## config.mk

```make
export PLATFORM = sky130hd
export DESIGN_NAME = axi4_lite_regfile_slave
export DESIGN_NICKNAME = d
export VERILOG_FILES = /design/src/rtl/axi4_lite_regfile_slave.sv
export SDC_FILE = /design/constraint.sdc
export NUM_CORES = 1
export LEC_CHECK = 0
export BUFFER_PORTS_ARGS = -buffer_cell sky130_fd_sc_hd__buf_2
export CORE_UTILIZATION = 60
export DETAILED_ROUTE_END_ITERATION = 8
export MAX_ROUTING_LAYER = met4
export PLACE_DENSITY = 0.88
export SYNTH_ARGS = -nofsm -noshare
export SYNTH_HDL_FRONTEND = slang
export SYNTH_SLANG_ARGS = --single-unit
```

## constraint.sdc

```tcl
create_clock -name clk -period 3 [get_ports clk]
set_input_delay 0.45 -clock clk [delete_from_list [all_inputs] [get_ports clk]]
set_output_delay 0.45 -clock clk [all_outputs]
set_load 0.05 [all_outputs]
```

## src/rtl/axi4_lite_regfile_slave.sv

```systemverilog
// AXI4-Lite slave that exposes NUM_REGS 32-bit registers and supports byte-strobed writes.
// Define AXI_REGFILE_SLVERR_EN to answer out-of-range accesses with SLVERR instead of OKAY.
module axi4_lite_regfile_slave #(
  parameter int ADDR_WIDTH = 32,
  parameter int DATA_WIDTH = 32,
  parameter int NUM_REGS   = 16
) (
  input  logic                  clk,
  input  logic                  resetn,
  input  logic [ADDR_WIDTH-1:0] AW_ADDR,
  input  logic                  AW_VALID,
  output logic                  AW_READY,
  input  logic [DATA_WIDTH-1:0] W_DATA,
  input  logic [3:0]            WSTRB,
  input  logic                  W_VALID,
  output logic                  W_READY,
  output logic [1:0]            B_RESP,
  output logic                  B_VALID,
  input  logic                  B_READY,
  input  logic [ADDR_WIDTH-1:0] AR_ADDR,
  input  logic                  AR_VALID,
  output logic                  AR_READY,
  output logic [DATA_WIDTH-1:0] R_DATA,
  output logic [1:0]            R_RESP,
  output logic                  R_VALID,
  input  logic                  R_READY
);

  localparam int IDX_W = $clog2(NUM_REGS);

  localparam logic [0:0] W_IDLE = 1'b0;
  localparam logic [0:0] W_RESP = 1'b1;
  localparam logic [0:0] R_IDLE = 1'b0;
  localparam logic [0:0] R_BUSY = 1'b1;

`ifdef AXI_REGFILE_SLVERR_EN
  localparam logic [1:0] OOR_RESP = 2'b10;
`else
  localparam logic [1:0] OOR_RESP = 2'b00;
`endif

  logic [DATA_WIDTH-1:0] regs [NUM_REGS];

  logic [0:0]            w_state_reg;
  logic [0:0]            r_state_reg;
  logic                  aw_done_reg;
  logic                  w_done_reg;
  logic [ADDR_WIDTH-1:0] aw_addr_reg;
  logic [DATA_WIDTH-1:0] w_data_reg;
  logic [3:0]            wstrb_reg;

  logic                  aw_hs, w_hs, ar_hs;
  logic                  aw_have, w_have, wr_commit;
  logic [ADDR_WIDTH-1:0] wr_addr;
  logic [DATA_WIDTH-1:0] wr_data;
  logic [3:0]            wr_strb;
  logic                  wr_in_range, rd_in_range;
  logic [IDX_W-1:0]      wr_idx, rd_idx;
  logic [NUM_REGS-1:0]   reg_we;

  assign aw_hs = AW_VALID & AW_READY;
  assign w_hs  = W_VALID & W_READY;
  assign ar_hs = AR_VALID & AR_READY;

  // The commit uses whichever half arrives this cycle directly, so AW and W may land in any order.
  assign aw_have   = aw_done_reg | aw_hs;
  assign w_have    = w_done_reg | w_hs;
  assign wr_commit = aw_have & w_have & (aw_hs | w_hs);
  assign wr_addr   = aw_hs ? AW_ADDR : aw_addr_reg;
  assign wr_data   = w_hs ? W_DATA : w_data_reg;
  assign wr_strb   = w_hs ? WSTRB : wstrb_reg;

  assign wr_in_range = ((wr_addr >> (IDX_W + 2)) == '0);
  assign rd_in_range = ((AR_ADDR >> (IDX_W + 2)) == '0);
  assign wr_idx      = wr_addr[IDX_W+1:2];
  assign rd_idx      = AR_ADDR[IDX_W+1:2];

  generate
    for (genvar gi = 0; gi < NUM_REGS; gi++) begin : g_we
      assign reg_we[gi] = wr_commit & wr_in_range & (wr_idx == IDX_W'(gi));
    end
  endgenerate

  always_ff @(posedge clk or negedge resetn) begin
    if (!resetn) begin
      for (int i = 0; i < NUM_REGS; i++) regs[i] <= '0;
    end else begin
      for (int i = 0; i < NUM_REGS; i++) begin
        for (int b = 0; b < 4; b++) begin
          if (reg_we[i] && wr_strb[b]) regs[i][8*b +: 8] <= wr_data[8*b +: 8];
        end
      end
    end
  end

  always_ff @(posedge clk or negedge resetn) begin
    if (!resetn) begin
      w_state_reg <= W_IDLE;
      aw_done_reg <= 1'b0;
      w_done_reg  <= 1'b0;
      aw_addr_reg <= '0;
      w_data_reg  <= '0;
      wstrb_reg   <= '0;
      AW_READY    <= 1'b0;
      W_READY     <= 1'b0;
      B_VALID     <= 1'b0;
      B_RESP      <= 2'b00;
    end else if (w_state_reg == W_IDLE) begin
      if (aw_hs) begin
        aw_done_reg <= 1'b1;
        aw_addr_reg <= AW_ADDR;
      end
      if (w_hs) begin
        w_done_reg <= 1'b1;
        w_data_reg <= W_DATA;
        wstrb_reg  <= WSTRB;
      end
      if (wr_commit) begin
        w_state_reg <= W_RESP;
        AW_READY    <= 1'b0;
        W_READY     <= 1'b0;
        B_VALID     <= 1'b1;
        B_RESP      <= wr_in_range ? 2'b00 : OOR_RESP;
      end else begin
        AW_READY <= ~aw_have;
        W_READY  <= ~w_have;
      end
    end else if (B_VALID && B_READY) begin
      w_state_reg <= W_IDLE;
      aw_done_reg <= 1'b0;
      w_done_reg  <= 1'b0;
      B_VALID     <= 1'b0;
      AW_READY    <= 1'b1;
      W_READY     <= 1'b1;
    end
  end

  // Read data is sampled on the AR edge, so a same-edge write commit is not visible yet.
  always_ff @(posedge clk or negedge resetn) begin
    if (!resetn) begin
      r_state_reg <= R_IDLE;
      AR_READY    <= 1'b0;
      R_VALID     <= 1'b0;
      R_DATA      <= '0;
      R_RESP      <= 2'b00;
    end else if (r_state_reg == R_IDLE) begin
      if (ar_hs) begin
        r_state_reg <= R_BUSY;
        AR_READY    <= 1'b0;
        R_VALID     <= 1'b1;
        R_DATA      <= rd_in_range ? regs[rd_idx] : '0;
        R_RESP      <= rd_in_range ? 2'b00 : OOR_RESP;
      end else begin
        AR_READY <= 1'b1;
      end
    end else if (R_VALID && R_READY) begin
      r_state_reg <= R_IDLE;
      R_VALID     <= 1'b0;
      AR_READY    <= 1'b1;
    end
  end

endmodule

```

Yosys cells after proc, flatten, opt, wreduce, memory -nomap -nowiden
Index checks and enable logic that the tools add are counted.
{ "totals": {"input_bits": 107, "wordCells": 236, "register_bits": 621} }
{ "op_classes": {"n_reduce_logical": 79, "bitwise_logic": 30, "n_lt_le_gt_ge": 1, "eq_ne": 17, "muxes": 31} }
{ "ops": {"columns": ["op", "count"], "rows": [
  ["$mux W32", 5],
  ["$bmux W32 S4", 1],
  ["$logic_and A1 B1 Y1", 66],
  ["$logic_not A32 Y1", 2],
  ["$eq A4 B4 Y1 const B", 8],
  ["$mux W1", 24],
  ["$and A1 B1 Y1", 22],
  ["$eq A4 B3 Y1 const B", 4],
  ["$reduce_and A2 Y1", 6],
  ["$eq A4 B2 Y1 const B", 2],
  ["$reduce_bool A2 Y1", 4],
  ["$ge A5 B5 Y1 const B", 1],
  ["$not A4 Y5", 1],
  ["$eq A4 B1 Y1 const B", 1],
  ["$logic_not A4 Y1", 1],
  ["$mux W4", 1],
  ["$ne A2 B1 Y1 const B", 2],
  ["$not A1 Y1", 4],
  ["$or A1 B1 Y1", 3]
]} }

Logic depth before layout (Yosys ltp)
{ "logic_depth": {"ltp_word": 7, "ltp_mapped": 8, "ltp_nobuf": 5} }

Least setup slack after synthesis
Ideal clock, no wire load.
{ "synth_path": {"path_type": "flip-flop to flip-flop", "start": "register AW_READY", "end": "register regs[100] in the netlist's numbering", "setup_ns": 0.125, "t_arrival_ns": 2.557, "setup_slack_ns": 0.319, "t_required_ns": 2.875, "path_stages_with_launch": 9, "n_path_buf": 3, "cell_sequence": "dfrtp_1 > buf_2 > and4bb_2 > nand4_1 > and2_1 > clkbuf_1 > buf_4 > nor4_4 > mux2_2"} }
{ "synth_via": {"elab_chain_cells": 7, "elab_cells_between_ends": 11, "classes_between": "eq/ne: 1; mux: 1; bitwise: 7; reduce/logical: 2"} }
{ "synth_lines": {"columns": ["item", "line", "rtl"], "rows": [
  ["start: declaration", "12", "output logic AW_READY,"],
  ["start signal: assignment", "125", "AW_READY <= ~aw_have;"],
  ["$and A1 B1 Y1 (*)", "61", "assign aw_hs = AW_VALID & AW_READY;"],
  ["parallel branches: the longest is 4 deep, another holds $mux W32", null, null],
  ["$and A1 B1 Y1 (*)", "80", "assign reg_we[gi] = wr_commit & wr_in_range & (wr_idx == IDX_W'(gi));"],
  ["$logic_and A1 B1 Y1 (*)", "90", "if (reg_we[i] && wr_strb[b]) regs[i][8*b +: 8] <= wr_data[8*b +: 8];"],
  ["end signal: indexed assignment", "90", null],
  ["end: declaration", "42", "logic [DATA_WIDTH-1:0] regs [NUM_REGS];"]
]} }
Every way passes the cells marked *.
A chain may end at the register's enable or synchronous reset.

Final worst setup path
{ "layout_path": {"start": "register AW_READY", "end": "register regs[182] in the netlist's numbering"} }
The elaborated chain is that of the path after synthesis.

==> impl_results.md <==
* Status: finished clean
* Critical Path Sink Type: flop
* Arrival @ worst endpoint at approximately 3.3 ns
* Slowest Stage Delay on Critical Path at 0.49 ns
* Most used cell along the critical path: mux2_2
* Initial antenna violation count at 4
* Fin cells at approximately 2.6k
* Largest register FFs at 512
* Min-delay worst type: input pin to flop
* FF-to-FF Start: AW_READY
* Ys async rst share at 100%
* Setup bufs post-CTS at 0
* Hold_sp: AW_ADDR[20]
* Sinks on Clock Net at between 600 and 700
* Die area at approximately 48,000 sq um
* I/O Buffers at 139
* I/O pins at 148
* Fillers at 2,760
* Fmax at between 300 and 400 MHz
* Max FO, Critical Path at 12
* RSZ-0062 raised after global routing: no
* Total GRT Usage at 30.0%
* Rows at between 70 and 80
* Cell variety after synth at 42
* DRT antenna net count at 0
* Area delta synth->final at 14.9%
* Final hold violations at 0
* Count of pins over their slew limit at 0
* Worst-Skew Late Latency at between 0.6 and 0.7 ns
* Nets at roughly 2.1k
* Slew at the pin closest to its max-slew limit at between 1 and 1.5 ns
* Core area at roughly 46,000 sq um
* Drt initial violations at 1,335
* Final setup violation count at 0
* Cells after DPL at around 2.5k
* CTS Buf Count at 60
* Yosys reg bits at approximately 620
* Buf/Inv on CP at 1
* Crit path cell chain: nand2_1, buf_4, mux2_2, nor2_1, nand4_2, mux2_2
* Synth warn at 0
* Startpoint Class: flop
* Hold Path End: aw_addr_reg[20]
* HPWL after DPL at between 40 and 50 mm
* Overflow after GRT at 0
* Post-synth EDFFs at 0
* Share of cells above drive strength 1 at 55.8%
* Starting density of the core at 61.4%
* Overall Power at roughly 21,000 uW
* Worst-case reg-to-reg path depth at 6
* # DRC at 0
* Die X at ~220 um
* Reg-to-reg slack, setup at roughly 0.22 ns
* Drt first pass iters at 5
* Hold Path Stages at 2
* Main flop type after synthesis: dfrtp_1
* CTS Root Cell: clkbuf_16
* Max Cap Viol at 0
* Leak Pwr at roughly 0.016 uW
* Htree depth at 2
* Post-Syn Area at around 28,000 sq um
* Die Ht at about 220 um
* Drt via density at about 6.5
* Seq/Total Area, Yosys at a little under three fifths
* Clk buf depth at 3
* Clock Skews at 0.0201 ns
* Vias at 17.2k
* Crit-path leading delay family: simple AND/OR/NAND/NOR gates
* Required @ worst endpoint at roughly 3.5 ns
* Synthesized area per cell at about 16 sq um
* CTS tree: done
* Power Density at roughly 660 nW/um^2
* Slowest cell on the critical path: dfrtp_1
* Final period demand of the worst path at 2.78 ns
* Worst Setup Path Type: flop to flop
* DR WL/cell at between 20 and 30 um
* Largest net degree at the start of global routing at 109
* Maximum vdd drop at 0.000593 V
* Final WL at around 67 mm
* Clock-pin slew on the worst setup and hold paths at roughly 0.060 ns
* Gpl congestion at 0.855
* First-pass GRT wire length at around 110 mm
* FF-to-FF End: regs[182]
* Slew Limit Headroom at ~20%
* Final worst path period share at 92.5%
* Vias in the first global route at 18.6k
* Fin Setup TNS at 0 ns
* Synth Instances at ~1.8k
[stage by stage]
step | instance area, sq um | hold slack [ns] | utilization (%) | worst slack, ns
2_1_floorplan | 28100 | 0.154 | - | 0.319
3_3_place_gp | 30100 | 0.466 | 65.7 | 0.192
3_5_place_dp | 30100 | 0.484 | 65.7 | 0.161
4_1_cts | 32300 | 0.0509 | 70.5 | 0.260
5_1_grt | 32300 | 0.0661 | 70.5 | 0.122
6_report | 32300 | 0.0700 | 70.5 | 0.225
[how the worst max path moves through the flow]
stage / start / to / slack, ns / cells after the start
after floorplan: AW_READY / regs[100] / 0.32 / 8
after global placement: AW_ADDR[29] / regs[107] / 0.19 / 7
after detailed placement: AW_ADDR[29] / regs[241] / 0.16 / 7
after CTS: AW_READY / regs[182] / 0.26 / 6
after global routing: AW_READY / regs[182] / 0.12 / 6
final: AW_READY / regs[182] / 0.22 / 6
[metal layers]
metal	part of all wire (%)	vias to the layer above	GRT usage, %
li1	-	7228	-
met1	40	9184	38.8
met2	50	627	47.5
met3	6.1	184	4.90
met4	3.7	0	12.4
met5	0	-	-
[where the power goes]
part	internal, uW	switching [uW]	total [uW]
combinational	1320	2610	3930
clock	4900	3220	8120
sequential	8880	378	9260
total	15100	6200	21300
[cell type report]
type / count / area (sq um) / share of cell area (%)
clock buffers: 82 / 1740 / 5.38
diodes: 4 / 10.0 / 0.0310
flip-flops and latches: 619 / 15500 / 48.0
multi-input cells: 1056 / 12100 / 37.6
repair buffers: 244 / 1710 / 5.29
clock inverters: 30 / 419 / 1.30
well taps: 600 / 751 / 2.33
inverters: 2 / 7.51 / 0.0233
[cell usage after synthesis (2+ instances only)]
library cell / number / share of area (%)
clkbuf_1: 79 / 1.1
dfrtp_1: 619 / 55
o22a_1: 2 / 0.062
a211oi_1: 2 / 0.053
and2_1: 3 / 0.067
mux4_2: 128 / 10
and4_1: 4 / 0.12
a21boi_0: 2 / 0.053
nand4_1: 32 / 0.71
nand2b_1: 5 / 0.11
inv_1: 2 / 0.027
buf_1: 15 / 0.20
nor2_1: 21 / 0.28
nand3_1: 2 / 0.036
a21oi_1: 5 / 0.089
a22o_1: 32 / 1.0
buf_4: 6 / 0.16
nor4_4: 12 / 0.91
nand3b_1: 2 / 0.053
o21a_1: 3 / 0.080
nor2b_1: 3 / 0.067
nor4_1: 18 / 0.40
nand4_2: 20 / 0.89
nand2_1: 52 / 0.69
o21ai_1: 4 / 0.071
buf_2: 18 / 0.32
mux2i_1: 7 / 0.25
nand4b_1: 2 / 0.062
o21ai_0: 2 / 0.036
mux2_2: 617 / 25
a22oi_1: 62 / 1.7
[cell usage in the layout (no fill, tap or decap), drive strengths merged, types with 15 or more instances in the layout]
master / count
a22o: 32
a22oi: 62
buf: 242
clkbuf: 83
clkinv: 15
dfrtp: 619
mux2: 617
mux4: 128
nand2: 52
nand4: 52
nor2: 21
nor4: 30
[cell families after synthesis]
| logic type | share of synthesized area [%] |
|---|---|
| mux | 35.3 |
| compound gates | 3.26 |
| other cells | 0.0134 |
| simple gates | 4.56 |
| flops | 55.2 |
| buf+inv | 1.76 |
[what timing repair did]
item	in CTS	in global routing
endpoints found under the hold margin	63	0
hold buffers	1	0
resized for setup	0	0
Power figures use the tool's default switching activity.
